<file path="config.mk">
export PLATFORM = sky130hd
export DESIGN_NAME = usbh_rx_crc16_check_flat
export DESIGN_NICKNAME = d
export VERILOG_FILES = /design/src/rtl/usbh_rx_crc16_check_pkg.sv /design/src/rtl/usbh_rx_crc16_check_if.sv /design/src/rtl/usbh_rx_crc16_check_crc.sv /design/src/rtl/usbh_rx_crc16_check.sv /design/src/flat_wrapper.sv
export SDC_FILE = /design/constraint.sdc
export NUM_CORES = 1
export LEC_CHECK = 0
export ABC_AREA = 1
export BUFFER_PORTS_ARGS = -buffer_cell sky130_fd_sc_hd__buf_2
export CAP_MARGIN = 20
export CORE_ASPECT_RATIO = 0.7
export CORE_UTILIZATION = 61
export DETAILED_ROUTE_END_ITERATION = 16
export GPL_ROUTABILITY_DRIVEN = 0
export PLACE_DENSITY = 0.84
export SETUP_SLACK_MARGIN = 0.5
export SLEW_MARGIN = 20
export SYNTH_ARGS = -nofsm -noshare
export SYNTH_HDL_FRONTEND = slang
export SYNTH_SLANG_ARGS = --single-unit
</file>
<file path="constraint.sdc">
create_clock -name clk_i -period 2.8 [get_ports clk_i]
set_input_delay 0.56 -clock clk_i [delete_from_list [all_inputs] [get_ports clk_i]]
set_output_delay 0.56 -clock clk_i [all_outputs]
set_load 0.03 [all_outputs]
</file>
<file path="src/rtl/usbh_rx_crc16_check_pkg.sv">
// Shared USB host definitions: CRC16 seed, data-packet PIDs and the RX checker states.
package usbh_defs;

  localparam logic [15:0] CRC16_INIT = 16'hFFFF;

  localparam logic [3:0] PID_DATA0 = 4'b0011;
  localparam logic [3:0] PID_DATA1 = 4'b1011;
  localparam logic [3:0] PID_DATA2 = 4'b0111;
  localparam logic [3:0] PID_MDATA = 4'b1111;

  typedef enum logic [1:0] {
    IDLE,
    ACTIVE,
    CHECK
  } state_t;

endpackage

</file>
<file path="src/rtl/usbh_rx_crc16_check_if.sv">
// Byte-stream and status bundle between the SIE receive path and the CRC16 checker.
interface usbh_rx_crc16_check_if #(
  parameter int LEN_W = 11
);
  logic             start_i;
  logic             data_valid_i;
  logic [7:0]       data_i;
  logic             end_i;
  logic             out_valid_o;
  logic [7:0]       out_data_o;
  logic             done_o;
  logic             crc_ok_o;
  logic             short_o;
  logic             overflow_o;
  logic [LEN_W-1:0] len_o;
  logic             busy_o;

  modport master (
    output start_i, data_valid_i, data_i, end_i,
    input  out_valid_o, out_data_o, done_o, crc_ok_o, short_o, overflow_o, len_o, busy_o
  );

  modport slave (
    input  start_i, data_valid_i, data_i, end_i,
    output out_valid_o, out_data_o, done_o, crc_ok_o, short_o, overflow_o, len_o, busy_o
  );
endinterface

</file>
<file path="src/rtl/usbh_rx_crc16_check_crc.sv">
// USB CRC16 single-byte update (x^16+x^15+x^2+1, reflected), data consumed LSB first.
module UsbCrc16 (
  input  logic [15:0] io_crc_i,
  input  logic [7:0]  io_data_i,
  output logic [15:0] io_crc_o
);
  logic [15:0] c;
  logic        fb;

  always_comb begin
    c  = io_crc_i;
    fb = 1'b0;
    for (int i = 0; i < 8; i++) begin
      fb = c[0] ^ io_data_i[i];
      c  = {1'b0, c[15:1]};
      if (fb) c = c ^ 16'hA001;
    end
    io_crc_o = c;
  end
endmodule

</file>
<file path="src/rtl/usbh_rx_crc16_check.sv">
// RX DATA-packet checker: strips the trailing CRC16 via a 2-byte hold buffer, forwards
// payload bytes and reports CRC/short/overflow status plus payload length at end of packet.
module usbh_rx_crc16_check
  import usbh_defs::*;
#(
  parameter int MAX_LEN = 1023,
  parameter int LEN_W   = 11
) (
  input  logic                 clk_i,
  input  logic                 rstn_i,
  usbh_rx_crc16_check_if.slave bus
);

  localparam logic [LEN_W-1:0] LEN_SAT = LEN_W'(MAX_LEN + 1);
  localparam logic [LEN_W-1:0] LEN_MAX = LEN_W'(MAX_LEN);

  state_t           state_q, state_d;
  logic [15:0]      crc_q, crc_next;
  logic [7:0]       hold0_q, hold1_q;
  logic [1:0]       hcnt_q;
  logic [LEN_W-1:0] nbytes_q;
  logic             out_valid_q;
  logic [7:0]       out_data_q;
  logic             accept, in_check, short_pkt;

  function automatic logic [LEN_W-1:0] sat_inc(input logic [LEN_W-1:0] v);
    return (v >= LEN_SAT) ? LEN_SAT : v + 1'b1;
  endfunction

  UsbCrc16 u_crc (
    .io_crc_i  (crc_q),
    .io_data_i (hold0_q),
    .io_crc_o  (crc_next)
  );

  // A restart wins over any byte arriving in the same cycle.
  assign accept = (state_q == ACTIVE) && bus.data_valid_i && !bus.start_i;

  always_comb begin
    state_d = state_q;
    case (state_q)
      IDLE:    if (bus.start_i) state_d = ACTIVE;
      ACTIVE:  if (!bus.start_i && bus.end_i) state_d = CHECK;
      CHECK:   state_d = bus.start_i ? ACTIVE : IDLE;
      default: state_d = IDLE;
    endcase
  end

  always_ff @(posedge clk_i) begin
    if (!rstn_i) state_q <= IDLE;
    else         state_q <= state_d;
  end

  // Stage p0 -> p1: hold buffer shift; the evicted older byte becomes registered payload output.
  always_ff @(posedge clk_i) begin
    if (!rstn_i) begin
      crc_q       <= CRC16_INIT;
      hcnt_q      <= 2'd0;
      nbytes_q    <= '0;
      out_valid_q <= 1'b0;
      out_data_q  <= 8'h00;
    end else begin
      out_valid_q <= 1'b0;
      if (bus.start_i) begin
        crc_q    <= CRC16_INIT;
        hcnt_q   <= 2'd0;
        nbytes_q <= '0;
      end else if (accept) begin
        if (hcnt_q == 2'd2) begin
          out_valid_q <= 1'b1;
          out_data_q  <= hold0_q;
          crc_q       <= crc_next;
          nbytes_q    <= sat_inc(nbytes_q);
        end else begin
          hcnt_q <= hcnt_q + 2'd1;
        end
      end
    end
  end

  always_ff @(posedge clk_i) begin
    if (accept) begin
      hold1_q <= bus.data_i;
      hold0_q <= hold1_q;
    end
  end

  // Status is read straight from the settled registers during the single CHECK cycle.
  assign in_check  = (state_q == CHECK) && !bus.start_i;
  assign short_pkt = (hcnt_q != 2'd2);

  assign bus.out_valid_o = out_valid_q;
  assign bus.out_data_o  = out_data_q;
  assign bus.done_o      = in_check;
  assign bus.short_o     = in_check && short_pkt;
  assign bus.crc_ok_o    = in_check && !short_pkt && ({hold1_q, hold0_q} == ~crc_q);
  assign bus.overflow_o  = in_check && (nbytes_q > LEN_MAX);
  assign bus.len_o       = (state_q == ACTIVE) ? '0 : nbytes_q;
  assign bus.busy_o      = (state_q != IDLE);

endmodule

</file>
<file path="src/flat_wrapper.sv">
// flat-port wrapper written by rule: the top's interface ports become plain ports
module usbh_rx_crc16_check_flat import usbh_defs::*;
#(
  parameter int MAX_LEN = 1023,
  parameter int LEN_W   = 11
)
  (clk_i, rstn_i, bus_start_i, bus_data_valid_i, bus_data_i, bus_end_i, bus_out_valid_o, bus_out_data_o, bus_done_o, bus_crc_ok_o, bus_short_o, bus_overflow_o, bus_len_o, bus_busy_o);
  usbh_rx_crc16_check_if #(.LEN_W(LEN_W)) bus_i ();
  input  logic clk_i;
  input  logic rstn_i;
  input wire logic [$bits(bus_i.start_i)-1:0] bus_start_i;
  input wire logic [$bits(bus_i.data_valid_i)-1:0] bus_data_valid_i;
  input wire logic [$bits(bus_i.data_i)-1:0] bus_data_i;
  input wire logic [$bits(bus_i.end_i)-1:0] bus_end_i;
  output wire logic [$bits(bus_i.out_valid_o)-1:0] bus_out_valid_o;
  output wire logic [$bits(bus_i.out_data_o)-1:0] bus_out_data_o;
  output wire logic [$bits(bus_i.done_o)-1:0] bus_done_o;
  output wire logic [$bits(bus_i.crc_ok_o)-1:0] bus_crc_ok_o;
  output wire logic [$bits(bus_i.short_o)-1:0] bus_short_o;
  output wire logic [$bits(bus_i.overflow_o)-1:0] bus_overflow_o;
  output wire logic [$bits(bus_i.len_o)-1:0] bus_len_o;
  output wire logic [$bits(bus_i.busy_o)-1:0] bus_busy_o;
  assign bus_i.start_i = bus_start_i;
  assign bus_i.data_valid_i = bus_data_valid_i;
  assign bus_i.data_i = bus_data_i;
  assign bus_i.end_i = bus_end_i;
  assign bus_out_valid_o = bus_i.out_valid_o;
  assign bus_out_data_o = bus_i.out_data_o;
  assign bus_done_o = bus_i.done_o;
  assign bus_crc_ok_o = bus_i.crc_ok_o;
  assign bus_short_o = bus_i.short_o;
  assign bus_overflow_o = bus_i.overflow_o;
  assign bus_len_o = bus_i.len_o;
  assign bus_busy_o = bus_i.busy_o;
  usbh_rx_crc16_check #(.MAX_LEN(MAX_LEN), .LEN_W(LEN_W)) u_core (.clk_i(clk_i), .rstn_i(rstn_i), .bus(bus_i));
endmodule
</file>
==> results of run 1 <==
## logic make-up (layout without fill, tap and decap cells)
kind of cell	count (synthesis)	after routing
simple gates	138	138
compound gates	60	60
xor+xnor	11	11
fa+ha+maj	3	3
flops	56	56
buf+inv	49	100
## critical path: cells and delay by family (launching register included)
family / cells / cell delay [ns]
buffers and inverters: 1 / 0.20
AND/OR/NAND/NOR: 3 / 0.63
XOR/XNOR: 1 / 0.19
flip-flops: 1 / 0.49
## layout make-up
class                           count  area share (%)
Sequential cell                    56            40.5
Multi-Input combinational cell    212            39.8
Timing Repair Buffer               51            9.24
Inverter                           41            4.86
Clock buffer                        5            2.17
Tap cell                           52            2.05
Clock inverter                      3            1.34
## per-layer routing
| metal | routed length (µm) | track usage, % |
|---|---|---|
| met3 | 549 | 6.24 |
| met5 | 0 | 0 |
| met2 | 2640 | 44.3 |
| met4 | 53 | 7.91 |
| met1 | 2860 | 43.2 |
## power breakdown
| group | internal (µW) | switching [µW] |
|---|---|---|
| Sequential | 838 | 5.36 |
| Clock | 265 | 266 |
| Combinational | 27.1 | 51.0 |
## cells in the mapped netlist, drive strengths merged
cell type,count,share of area (%)
buf,6,1.0
o211ai,3,0.86
a211oi,2,0.57
a21oi,28,5.3
nor3,7,1.3
edfxtp,16,18
dfxtp,40,30
clkbuf,2,0.29
o221ai,2,0.67
xnor2,8,2.9
o31ai,1,0.29
a221o,1,0.38
inv,41,5.8
nor2,38,5.6
nand4,2,0.48
nand2,59,9.8
a2111oi,1,0.33
nor4,4,1.5
o21ai,22,4.2
xor2,3,1.0
or2,1,0.24
nand3,26,6.8
nor3b,1,0.29
ha,3,1.4
## flip-flops by register name (all words and copies together) (netlist names)
register	count
u_core.bus.out_data_o	8
u_core.bus.out_valid_o	1
u_core.crc_q	16
u_core.hcnt_q	2
u_core.hold0_q	8
u_core.hold1_q	8
u_core.nbytes_q	11
u_core.state_q	2
## through the flow
stage,hold slack [ns],utilization [%],total power [µW],cell area (µm²),worst slack [ns]
floorplan,0.447,-,904,2660,0.448
detailed placement,0.456,73.2,934,2940,0.422
global placement,0.456,73.2,932,2940,0.436
CTS,0.413,78.3,1450,3140,0.472
finish,0.416,78.9,1450,3170,0.413
global route,0.402,78.9,1490,3170,0.377
## repair_timing
action | CTS | global route
hold endpoints to repair | 0 | 0
endpoints found under the setup margin | 1 | 1
gates resized for setup | 12 | 2
pin swaps | 8 | 2
setup buffers | 5 | 1
## worst max path at each step
| stage | startpoint | cells past startpoint | end |
|---|---|---|---|
| final | u_core.hold0_q[3] | 5 | bus_crc_ok_o |
| after detailed placement | bus_start_i | 7 | bus_crc_ok_o |
| after floorplan | bus_start_i | 5 | bus_crc_ok_o |
| after global routing | bus_start_i | 7 | bus_crc_ok_o |
| after global placement | bus_start_i | 7 | bus_crc_ok_o |
| after CTS | u_core.hold0_q[3] | 5 | bus_crc_ok_o |
==> impl_metrics.yaml, run 1 <==
hold_path:
  hold_class: "primary input to flip-flop"
  min-delay-start: "bus_data_i[4]"
  whs_endpoint: "u_core.hold1_q[4]"
  hold_depth: 1
synth:
  ys_seq_area_share_pct: 48.7
  synth_warnings: 0
  muxShareOfSynthArea_pct: 0
  netlist_area_um2: 2630
  synthSimpleGateAreaFrac_pct: 26.2
  syn_nets: 333
  synth_compound_gate_area_share_pct: 12.6
  synthXorXnorAreaFrac_pct: 3.95
  synthCells: 317
  yosys.area_share.adder_pct: 1.43
  yosysUniqueCellTypes: 33
  yosys_register_bits: 56
  syn_area_per_cell_um2: 8.30
  synth_top_family_by_area: "simple AND/OR/NAND/NOR gates"
cts:
  cts.sink_count: 56
  path_clk_slew_ns: 0.10
  clk_path_buf_depth: 2
  cts_made_buffers: 5
  cts-root-buf: "clkbuf_8"
  htreeDepth: 2
  cts_tree: "built"
  clk_latency_ns: 0.31
  cts_hold_buf: 0
setup_path:
  cp.required_ns: 2.24
  ff2ff_path_depth: 10
  worstPathArrival_ns: 1.83
  regToRegStartpoint: "u_core.state_q[0]"
  path_max_fanout: 2
  critPathLaunchType: "flip-flop"
  cp_common_cell: "nor4_4"
  crit_slowest_cell: "edfxtp_1"
  reg2reg_slack_ns: 0.79
  worstPathCellList: "xnor2_4, nor4_4, nand3_2, nor4_4, buf_4"
  r2r-end: "u_core.nbytes_q[9]"
  endpoint_kind: "output port"
  worstSetupPathType: "flip-flop to output port"
  crit_path_max_incr_delay_ns: 0.49
cells_and_area:
  fillers: 266
  stdcell_count: 420
  multiInputGateArea_um2: 1260
  seqCellArea_um2: 1280
  antennaDiodeCount: 0
  layout_commonest_cell: "nand2_1"
  syn_to_final_growth_pct: 20.4
  nets: 383
  drive_gt1_share_pct: 26.1
  layout_common_cells: "nand2_1 (48), dfxtp_1 (38), inv_1 (37)"
placed_design:
  placed_cells: 406
  post-dp-hpwl_um: 4220
  place.port_buffers: 37
routing:
  drt_pass1_iterations: 5
  drc: 0
  drt-vias-per-instance: 5.48
  wirelength_um: 6100
  drtIter0Drc: 205
  drtAntennaViolNets: 0
  avgRoutedWirePerCell_um: 14.5
  vias: 2300
timing:
  period_needed_ns: 2.39
  tightest_slew_ns: 0.730
  fmax_mhz: 419
  rsz0062_at_grt: "yes"
  final-max-slew-violation-count: 0
  setup_tns_ns: 0
  skew_ns: 0.00357
  hold_viol: 0
  fin_crit_sh_pct: 85.2
  setup_viol: 0
  slew_headroom_pct: 51.3
grt:
  grt-ovfl-total: 0
  grt_pass1_vias: 2087
  grt_max_degree: 29
  antenna_found_initial: 0
  track_usage_pct: 29.4
  grt_pass1_wl_um: 9970
power_and_ir_drop:
  p_leak_uw: 0.00139
  power.density_nw_per_um2: 458
  peakVddDrop_mv: 0.552
status:
  outcome: "complete, no violations"
die:
  die_y_um: 57.0
  die_x_um: 80.5
  rows: 19
  die_area_um2: 4580
  boundaryPins: 38
  initial_core_util_pct: 65.5
  core-area_um2: 4020
flow_run:
  maxCapViolCount: 0
(Power assumes the default switching activity.)
==> run 2: changes to the inputs <==
Settings changed: CORE_UTILIZATION 61 to 31, PLACE_DENSITY 0.84 to default.
==> impl_metrics.yaml, run 2 (synthesis results as in run 1) <==
status:
  outcome: "complete, no violations"
cells_and_area:
  drive_gt1_share_pct: 24.7
  regMostFlops: "u_core.crc_q"
  utilization_pct: 40.1
  fillers: 818
  nets: 379
  antennaDiodeCount: 0
  layout_common_cells: "nand2_1 (48), dfxtp_1 (39), inv_1 (38)"
  stdcell_count: 465
  layout_commonest_cell: "nand2_1"
  reg_top3: "u_core.crc_q: 16 flops, u_core.nbytes_q: 11 flops"
  largest_reg_flops: 16
  syn_to_final_growth_pct: 22.5
timing:
  tightest_slew_ns: 0.578
  skew_ns: 0.00801
  holdWs_ns: 0.435
  fmax_mhz: 413
  rsz0062_at_grt: "yes"
  fin_crit_sh_pct: 86.5
  period_needed_ns: 2.42
  setup_viol: 0
  final-max-slew-violation-count: 0
  setup_tns_ns: 0
  hold_viol: 0
  slew_headroom_pct: 61.2
routing:
  drc: 0
  drt_pass1_iterations: 4
  wirelength_um: 6400
  vias: 2227
  avgRoutedWirePerCell_um: 13.8
  drt-vias-per-instance: 4.79
  drtIter0Drc: 129
  drtAntennaViolNets: 0
grt:
  grt_max_degree: 29
  antenna_found_initial: 0
  track_usage_pct: 15.5
  grt_pass1_wl_um: 10500
  use_met3_pct: 3.21
  met1_usage_pct: 22.9
  busiest_layer: "met1"
  use_met2_pct: 21.8
  grt-ovfl-total: 0
  grt_pass1_vias: 2121
cts:
  cts.sink_count: 56
  clk_latency_ns: 0.30
  cts-root-buf: "clkbuf_16"
  cts_tree: "built"
  path_clk_slew_ns: 0.07
  htreeDepth: 2
  clk_path_buf_depth: 2
  cts_made_buffers: 5
placed_design:
  place.port_buffers: 37
  placed_cells: 456
  post-dp-hpwl_um: 4710
setup_path:
  r2r-end: "u_core.nbytes_q[8]"
  crit_path_end: "bus_crc_ok_o"
  ff2ff_path_depth: 11
  endpoint_kind: "output port"
  regToRegStartpoint: "u_core.state_q[0]"
  critPathLaunchType: "flip-flop"
  worstPathArrival_ns: 1.86
  reg2reg_slack_ns: 0.71
  path_max_fanout: 2
  startpoint: "u_core.hold1_q[5]"
  cp.required_ns: 2.24
  worstSetupPathType: "flip-flop to output port"
hold_path:
  hold_class: "primary input to flip-flop"
  min-delay-start: "bus_data_i[3]"
power_and_ir_drop:
  p_leak_uw: 0.00139
  power.density_nw_per_um2: 497
  totalPowerFinal_uw: 1600
  peakVddDrop_mv: 0.275
die:
  rows: 27
  die_area_um2: 8870
  die_y_um: 79.1
  initial_core_util_pct: 32.7
  die_x_um: 112
  boundaryPins: 38
  core-area_um2: 8040
flow_run:
  maxCapViolCount: 0
==> run 2: layout make-up <==
class	instances	area (µm²)	share of cell area [%]
tap	101	126	3.92
multi-input combinational	212	1230	38.2
timing repair buffer	47	267	8.27
inverter	41	154	4.77
clock inverter	2	11.3	0.349
clock buffer	6	150	4.66
sequential	56	1280	39.8
==> run 2: critical path, stage by stage (launching register included) <==
cell       delay (ns)
edfxtp_1         0.40
xor2_1           0.20
o211ai_1         0.20
a2111oi_4        0.27
nand3_2          0.14
nor4_4           0.18
buf_6            0.17
==> run 2: power by group <==
part | leakage [µW] | internal (µW) | switching [µW]
logic | 0.000837 | 26.7 | 51.3
registers | 0.000467 | 838 | 5.07
clock network | 0.0000823 | 386 | 295
total | 0.00139 | 1250 | 351
==> run 2: metrics by stage <==
step | setup WS, ns | cell area [µm²]
6_report | 0.377 | 3220
5_1_grt | 0.279 | 3220
4_1_cts | 0.404 | 3210
3_5_place_dp | 0.341 | 3010
3_3_place_gp | 0.380 | 3010
2_1_floorplan | 0.448 | 2660
==> run 2: worst min-delay path by stage <==
stage	to	cells after the start
floorplan	u_core.hold0_q[5]	0
global placement	u_core.hold0_q[5]	0
detailed placement	u_core.hold0_q[7]	0
CTS	u_core.hold1_q[1]	1
global route	u_core.hold1_q[3]	1
finish	u_core.hold1_q[3]	1
==> run 2: timing repair <==
item / CTS / global route
cloned: 0 / 0
resized for setup: 6 / 5
endpoints found under the setup margin: 1 / 6
setup buffers: 1 / 0
pin swaps: 5 / 0
hold buffers: 0 / 0
==> run 2: metal layers <==
metal / wire length (µm) / up-vias
li1: - / 1145
met1: 3290 / 1024
met3: 407 / 7
met2: 2620 / 51
met5: 0 / -
met4: 76 / 0
